===== src/rtl/triangle_channel_if.sv =====
// Sequencer-to-voice bundle for triangle_channel: note load, tick and halt in,
// registered sample, frame pulse and activity flag out.
interface triangle_channel_if #(
    parameter int PHASE_W = 32,
    parameter int LEN_W   = 8,
    parameter int OUT_W   = 9
);
    logic               i_tick_stb;
    logic               i_note_valid;
    logic [PHASE_W-1:0] i_phase_delta;
    logic [LEN_W-1:0]   i_length;
    logic               i_halt;
    logic [OUT_W-1:0]   o_output;
    logic               o_frame_pulse;
    logic               o_active;

    modport master (
        output i_tick_stb,
        output i_note_valid,
        output i_phase_delta,
        output i_length,
        output i_halt,
        input  o_output,
        input  o_frame_pulse,
        input  o_active
    );

    modport slave (
        input  i_tick_stb,
        input  i_note_valid,
        input  i_phase_delta,
        input  i_length,
        input  i_halt,
        output o_output,
        output o_frame_pulse,
        output o_active
    );
endinterface


===== src/rtl/triangle_channel.sv =====
// Triangle-wave voice: phase accumulator, tick-driven length counter and IDLE/PLAY FSM.
// Optional build macro TRIANGLE_CHANNEL_HALT_EN makes i_halt freeze the length counter.
module triangle_channel #(
    parameter int PHASE_W = 32,
    parameter int AMP_W   = 4,
    parameter int OUT_W   = 9,
    parameter int LEN_W   = 8
) (
    input  logic                 i_clk,
    input  logic                 i_rst,
    triangle_channel_if.slave    bus
);

    typedef enum logic [0:0] {
        ST_IDLE = 1'b0,
        ST_PLAY = 1'b1
    } state_t;

    state_t             state_r;
    state_t             state_nxt_s;
    logic [PHASE_W-1:0] phase_r;
    logic [PHASE_W-1:0] phase_nxt_s;
    logic [PHASE_W-1:0] delta_r;
    logic [PHASE_W-1:0] delta_nxt_s;
    logic [LEN_W-1:0]   len_r;
    logic [LEN_W-1:0]   len_nxt_s;
    logic               msb_d_r;
    logic [OUT_W-1:0]   output_r;
    logic               pulse_r;
    logic               active_r;
    logic               tick_en_s;
    logic [AMP_W-1:0]   tri_s;
    logic [AMP_W-1:0]   amp_s;

`ifdef TRIANGLE_CHANNEL_HALT_EN
    assign tick_en_s = bus.i_tick_stb & ~bus.i_halt;
`else
    logic unused_halt_s;
    assign unused_halt_s = bus.i_halt;
    assign tick_en_s     = bus.i_tick_stb;
`endif

    // Fold the upper phase bits into a rising/falling ramp.
    assign tri_s = phase_r[PHASE_W-2 -: AMP_W];
    assign amp_s = phase_r[PHASE_W-1] ? ~tri_s : tri_s;

    // Next-state logic; a note load overrides any coincident tick.
    always_comb begin
        state_nxt_s = state_r;
        phase_nxt_s = phase_r;
        delta_nxt_s = delta_r;
        len_nxt_s   = len_r;
        if (bus.i_note_valid) begin
            delta_nxt_s = bus.i_phase_delta;
            len_nxt_s   = bus.i_length;
            if (bus.i_length != {LEN_W{1'b0}}) begin
                // Phase carries on from where it was, so reloads never jump.
                state_nxt_s = ST_PLAY;
                phase_nxt_s = phase_r + bus.i_phase_delta;
            end else begin
                state_nxt_s = ST_IDLE;
            end
        end else begin
            case (state_r)
                ST_PLAY: begin
                    phase_nxt_s = phase_r + delta_r;
                    if (tick_en_s) begin
                        len_nxt_s = len_r - LEN_W'(1);
                        if (len_r == LEN_W'(1)) begin
                            state_nxt_s = ST_IDLE;
                        end else begin
                            state_nxt_s = ST_PLAY;
                        end
                    end else begin
                        len_nxt_s = len_r;
                    end
                end
                ST_IDLE: begin
                    len_nxt_s = {LEN_W{1'b0}};
                end
                default: begin
                    state_nxt_s = ST_IDLE;
                    len_nxt_s   = {LEN_W{1'b0}};
                end
            endcase
        end
    end

    // State, accumulator and registered outputs.
    always_ff @(posedge i_clk or posedge i_rst) begin
        if (i_rst) begin
            state_r  <= ST_IDLE;
            phase_r  <= {PHASE_W{1'b0}};
            delta_r  <= {PHASE_W{1'b0}};
            len_r    <= {LEN_W{1'b0}};
            msb_d_r  <= 1'b0;
            output_r <= {OUT_W{1'b0}};
            pulse_r  <= 1'b0;
            active_r <= 1'b0;
        end else begin
            state_r  <= state_nxt_s;
            phase_r  <= phase_nxt_s;
            delta_r  <= delta_nxt_s;
            len_r    <= len_nxt_s;
            msb_d_r  <= phase_r[PHASE_W-1];
            output_r <= OUT_W'(amp_s);
            // A crossing made on the final PLAY edge is not reported once frozen.
            pulse_r  <= phase_r[PHASE_W-1] & ~msb_d_r & (state_r == ST_PLAY);
            active_r <= (state_nxt_s == ST_PLAY);
        end
    end

    assign bus.o_output      = output_r;
    assign bus.o_frame_pulse = pulse_r;
    assign bus.o_active      = active_r;

endmodule

===== src/flat_wrapper.sv =====
// flat-port wrapper written by rule: the top's interface ports become plain ports
module triangle_channel_flat 
#(
    parameter int PHASE_W = 32,
    parameter int AMP_W   = 4,
    parameter int OUT_W   = 9,
    parameter int LEN_W   = 8
)
  (i_clk, i_rst, bus_i_tick_stb, bus_i_note_valid, bus_i_phase_delta, bus_i_length, bus_i_halt, bus_o_output, bus_o_frame_pulse, bus_o_active);
  triangle_channel_if #(.PHASE_W(PHASE_W), .LEN_W(LEN_W), .OUT_W(OUT_W)) bus_i ();
  input  logic i_clk;
  input  logic i_rst;
  input wire logic [$bits(bus_i.i_tick_stb)-1:0] bus_i_tick_stb;
  input wire logic [$bits(bus_i.i_note_valid)-1:0] bus_i_note_valid;
  input wire logic [$bits(bus_i.i_phase_delta)-1:0] bus_i_phase_delta;
  input wire logic [$bits(bus_i.i_length)-1:0] bus_i_length;
  input wire logic [$bits(bus_i.i_halt)-1:0] bus_i_halt;
  output wire logic [$bits(bus_i.o_output)-1:0] bus_o_output;
  output wire logic [$bits(bus_i.o_frame_pulse)-1:0] bus_o_frame_pulse;
  output wire logic [$bits(bus_i.o_active)-1:0] bus_o_active;
  assign bus_i.i_tick_stb = bus_i_tick_stb;
  assign bus_i.i_note_valid = bus_i_note_valid;
  assign bus_i.i_phase_delta = bus_i_phase_delta;
  assign bus_i.i_length = bus_i_length;
  assign bus_i.i_halt = bus_i_halt;
  assign bus_o_output = bus_i.o_output;
  assign bus_o_frame_pulse = bus_i.o_frame_pulse;
  assign bus_o_active = bus_i.o_active;
  triangle_channel #(.PHASE_W(PHASE_W), .AMP_W(AMP_W), .OUT_W(OUT_W), .LEN_W(LEN_W)) u_core (.i_clk(i_clk), .i_rst(i_rst), .bus(bus_i));
endmodule

===== config.mk =====
export PLATFORM = sky130hd
export DESIGN_NAME = triangle_channel_flat
export DESIGN_NICKNAME = d
export VERILOG_FILES = /design/src/rtl/triangle_channel_if.sv /design/src/rtl/triangle_channel.sv /design/src/flat_wrapper.sv
export SDC_FILE = /design/constraint.sdc
export NUM_CORES = 1
export LEC_CHECK = 0
export BUFFER_PORTS_ARGS = -buffer_cell sky130_fd_sc_hd__buf_2
export CAP_MARGIN = 25
export CELL_PAD_IN_SITES_DETAIL_PLACEMENT = 1
export CELL_PAD_IN_SITES_GLOBAL_PLACEMENT = 2
export CORE_MARGIN = 4
export CORE_UTILIZATION = 38
export CTS_BUF_LIST = sky130_fd_sc_hd__clkbuf_8
export DETAILED_ROUTE_END_ITERATION = 10
export PLACE_DENSITY = 0.93
export SLEW_MARGIN = 40
export SYNTH_ARGS = -nofsm -noshare
export SYNTH_HDL_FRONTEND = slang
export SYNTH_SLANG_ARGS = --single-unit
export TNS_END_PERCENT = 1

===== constraint.sdc =====
create_clock -name i_clk -period 3.9 [get_ports i_clk]
set_input_delay 0.585 -clock i_clk [delete_from_list [all_inputs] [get_ports i_clk]]
set_output_delay 0.585 -clock i_clk [all_outputs]
set_load 0.005 [all_outputs]

# After elaboration in Yosys (flattened, before gate mapping)
# Index checks and enable logic that the tools add are counted.
# word_totals
ff_bits,79
in_bits,45
out_inout_bits,11
wordCells,33
# classes
n_addsub,3
n_eq_ne,3
mux,12
n_bitwise,5
n_reduce_logical,3
# ops
cell,count
$mux 32,3
$add 32x32->32,2
$mux 8,2
$pmux 8 s2,1
$eq 8x1->1 const B,1
$reduce_bool 8->1,1
$sub 8x1->8 const B,1
$mux 1,5
$mux 4,1
$not 4->4,1
$ne 3x3->1 const B,1
$and 1x1->1,2
$ne 2x1->1 const B,1
$not 1->1,2
$reduce_and 2->1,1
$reduce_bool 2->1,1

# Logic depth before layout (Yosys ltp)
# logic_depth
depth_word,5
depth_mapped,14

# Worst setup path before layout
# OpenSTA, ideal clock, no wires.
# synth_path
path_type,input port to flip-flop
startpoint,input port bus_i_note_valid
endpoint,register u_core.phase_r[28]
setup_time_ns,0.130
arrival_ns,3.670
required_time_ns,3.770
setup_slack_ns,0.100
cell_stages,14
path_cell_list,clkbuf_8 -> clkbuf_1 -> mux2_2 -> ha_1 -> fa_1 -> a21o_1 -> a21oi_2 -> o211ai_1 -> a311o_1 -> a211o_1 -> a21oi_2 -> o221ai_2 -> nor4_1 -> o31ai_1
# synth_via
elab_chain_len,2
elab_cells_between_ends,4
classes_between,1 x eq/ne; 1 x mux; 2 x reduce/logical
# synth_rtl
element,line,rtl
"start, declared",flat_wrapper.sv:14,input wire logic [$bits(bus_i.i_note_valid)-1:0] bus_i_note_valid;
$ne 2x1->1 (no source line) / $reduce_bool 2->1 (equally long branches),--,
$reduce_and 2->1 (no source line),--,
"end signal, assigned",triangle_channel.sv:93,phase_r <= {PHASE_W{1'b0}};
"end signal, assigned",triangle_channel.sv:102,phase_r <= phase_nxt_s;
"end, declared",triangle_channel.sv:21,logic [PHASE_W-1:0] phase_r;
# Several ways; a longest one is shown, not always the timed one.
# A chain may end at the register's enable or synchronous reset.

# Worst setup path after layout
# Same ends and word-level chain as after synthesis.

==> flow_metrics.py <==
metrics = {
    "routing": {
        "ant_nets": 0,
        "vias_per_cell": 5.28,
        "vias": 3757,
        "wire_per_inst_um": 16.3,
        "wl_mm": 11.6,
        "first_pass_iters": 4,
        "first_iter_violations": 208,
        "route.detailed.drc": 0,
    },
    "clocking": {
        "cts-root-buf": "clkbuf_8",
        "clk_latency_ps": 370,
        "cts_tree": "done",
        "cts.sink_count": 79,
        "postCtsSetupRepairBufs": 0,
        "cts_resized": 0,
        "h-tree-depth": 3,
        "clkTransAtPathRegs_ps": 80,
        "ctsHoldBuffers": 0,
        "cts_made_buffers": 9,
        "clockBufferDepth": 2,
    },
    "grt": {
        "grt_pass1_wl_mm": 19.8,
        "grt_max_degree": 50,
        "grt-ovfl-total": 0,
        "antenna_found_initial": 0,
        "grt_pass1_vias": 4129,
        "track_usage_pct": 17.1,
    },
    "finish": {
        "area_delta_synth_final_pct": 12.4,
        "fin_nets": 619,
        "fin_util_pct": 44.2,
        "antenna_cells": 0,
        "final_layout_size_suffix_gt1_share_pct": 22.1,
    },
    "synthesis": {
        "yosys.area.top_type_share_pct": 41.6,
        "yosysSeqAreaShare_pct": 41.6,
        "synthCells": 492,
        "ys_types": 54,
        "ys_ff_latch": 79,
        "syn_area_um2": 4760,
        "ys_dominant_reg_cell": "dfrtp_1",
        "synth_top_cells_by_area": "dfrtp_1, ha_1, mux2_2",
        "avgSynthCellArea_um2": 9.67,
        "yosysTopAreaCell": "dfrtp_1",
        "synth-edff-count": 0,
        "ys.warnings.count": 0,
        "ys_async_sr_fraction_pct": 100,
    },
    "sta": {
        "worstMarginPinSlew_ps": 703,
        "fin_crit_sh_pct": 88.3,
        "setup_tns_ps": 0,
        "hold_violations": 0,
        "finalSetupViolCount": 0,
        "slew_violations": 0,
        "fin_crit_ps": 3450,
        "finClkSkew_ps": 11.4,
        "maxSlewHeadroom_pct": 52.7,
        "fmax_mhz": 290,
        "rsz0062_at_grt": "no",
    },
    "setup_path": {
        "r2r-end": "u_core.phase_r[28]",
        "r2r_setup_slack_ps": 490,
        "path_class": "in -> reg",
        "cp_common_cell": "a21oi_2",
        "crit_path_end_kind": "flop",
        "startpoint": "bus_i_note_valid",
        "cp_cell_sequence": "buf_2 > mux2_2 > ha_1 > fa_1 > a21o_1 > a21oi_2 > o211ai_1 > a311o_1 > a211o_1 > a21oi_2 > o221ai_2 > nor3b_1 > o31ai_1",
        "cp-start-kind": "primary input",
        "critPathRequiredTime_ps": 4170,
        "cp.arrival_ps": 3710,
        "critPathMaxStageDelay_ps": 420,
        "cp_max_fo": 3,
        "rr_worst_depth": 12,
        "crit_family": "compound AO/OA/AOI/OAI gates",
        "cp_slowest_cell": "fa_1",
        "r2r_start": "u_core.delta_r[0]",
        "critPathBufInv": 1,
    },
    "power": {
        "power_per_cell_area_nw_per_um2": 760,
        "power_leakage_uw": 0.00238,
        "peakVddDrop_mv": 0.309,
    },
    "placement": {
        "place.gp.congestion": 0.817,
        "place.detailed.hpwl_mm": 8.84,
        "port_buffers": 49,
    },
    "job": {
        "maxCapViolations": 0,
    },
    "floorplanning": {
        "start_util_pct": 39.3,
        "core_area_um2": 12100,
        "die_area_um2": 14400,
        "die_width_um": 120,
        "fp-row-count": 40,
        "die_height_um": 120,
        "io_pins": 56,
    },
    "outcome": {
        "status": "finished, final reports clean",
    },
    "hold_path": {
        "hp-class": "in -> async",
    },
}
[power by group]
part	switching (uW)	internal, uW
sequential	153	1070
combinational	1240	942
clock	305	350
[cell families after synthesis]
family	count (synthesis)	share of synthesized area, %
adders and majority gates	34	9.10
other	1	0.0788
and+or+nand+nor	137	13.4
AOI/OAI and AO/OA	136	17.4
DFF	79	41.6
muxes	32	7.58
buffers and inverters	37	4.29
xor gates and xnor gates	36	6.63
[cell usage in the layout, fill, tap and decap left out, types with 9 or more instances in the layout]
cell type  netlist  routed
dfrtp_1         79      79
a21oi_1         53      53
nand2_1         52      52
buf_2            0      49
o21ai_0         39      39
nor2_1          38      38
ha_1            33      33
mux2_2          32      32
xor2_1          19      19
xnor2_1         17      17
buf_4            5      11
inv_1           10       9
clkbuf_8         3       9
[through the flow]
| stage | total power, uW | worst slack (ps) | hold WS [ps] | instances | instance area, um^2 |
|---|---|---|---|---|---|
| floorplan | 2910 | 99.9 | 374 | 496 | 4770 |
| global placement | 3290 | 142 | 384 | 697 | 5140 |
| detailed placement | 3420 | 66.3 | 391 | 697 | 5150 |
| CTS | 4100 | 450 | 229 | 711 | 5350 |
| global route | 4430 | 269 | 258 | 711 | 5350 |
| finish | 4060 | 455 | 224 | 711 | 5350 |
[cells in the mapped netlist (2+ instances only)]
| cell type | number |
|---|---|
| nand3_1 | 7 |
| and3_1 | 2 |
| nor3_1 | 4 |
| a211oi_1 | 3 |
| o21ai_0 | 39 |
| and2b_2 | 2 |
| nand2b_1 | 6 |
| o21a_1 | 2 |
| mux2_2 | 32 |
| nor4_1 | 5 |
| dfrtp_1 | 79 |
| inv_1 | 10 |
| and2_1 | 2 |
| a21o_1 | 7 |
| nand2_1 | 52 |
| ha_1 | 33 |
| xnor2_1 | 17 |
| nor3b_1 | 2 |
| a21o_2 | 2 |
| nor2_1 | 38 |
| o41ai_1 | 2 |
| a31oi_1 | 2 |
| nand4_1 | 7 |
| a21oi_1 | 53 |
| a21oi_2 | 5 |
| clkbuf_8 | 3 |
| nor2b_1 | 4 |
| clkbuf_1 | 15 |
| buf_4 | 5 |
| o221ai_2 | 2 |
| o21bai_1 | 5 |
| clkbuf_4 | 2 |
| xor2_1 | 19 |
| o31ai_1 | 4 |
[registers in the layout, indices dropped and copies added (netlist names)]
signal and count:
u_core.state_r 1, u_core.phase_r 32, u_core.delta_r 32, u_core.bus.o_output 4
u_core.msb_d_r 1, u_core.bus.o_frame_pulse 1, u_core.len_r 8
[per-layer routing]
layer | vias to the layer above | GRT usage (%) | share of wire (%)
li1 | 1830 | - | -
met1 | 1861 | 21.3 | 45
met2 | 51 | 29.5 | 50
met3 | 15 | 4.15 | 3.4
met4 | 0 | 5.15 | 1.4
met5 | - | 0 | 0
[final cells by class]
| cell class | instances | area (um^2) |
|---|---|---|
| clock buffer | 9 | 124 |
| multi-input combinational | 380 | 2590 |
| tap | 168 | 210 |
| inverter | 10 | 42.5 |
| timing repair buffer | 60 | 328 |
| fill | 1454 | 6760 |
| clock inverter | 5 | 75.1 |
| sequential | 79 | 1980 |
[worst register-to-register path, delay by kind of cell (launching register included)]
family	cells	cell delay [ps]
compound gates	8	1850
fa+ha+maj	2	650
flops	1	360
mux	1	280
simple gates	1	180
[how the worst max path moves through the flow]
stage                          to  cells past startpoint
2_1_floorplan  u_core.phase_r[28]                     14
3_3_place_gp   u_core.phase_r[28]                     13
3_5_place_dp   u_core.phase_r[28]                     13
4_1_cts        u_core.phase_r[28]                     13
5_1_grt        u_core.phase_r[28]                     13
6_report       u_core.phase_r[28]                     13
Note: power is estimated with default switching activity, not from simulation.
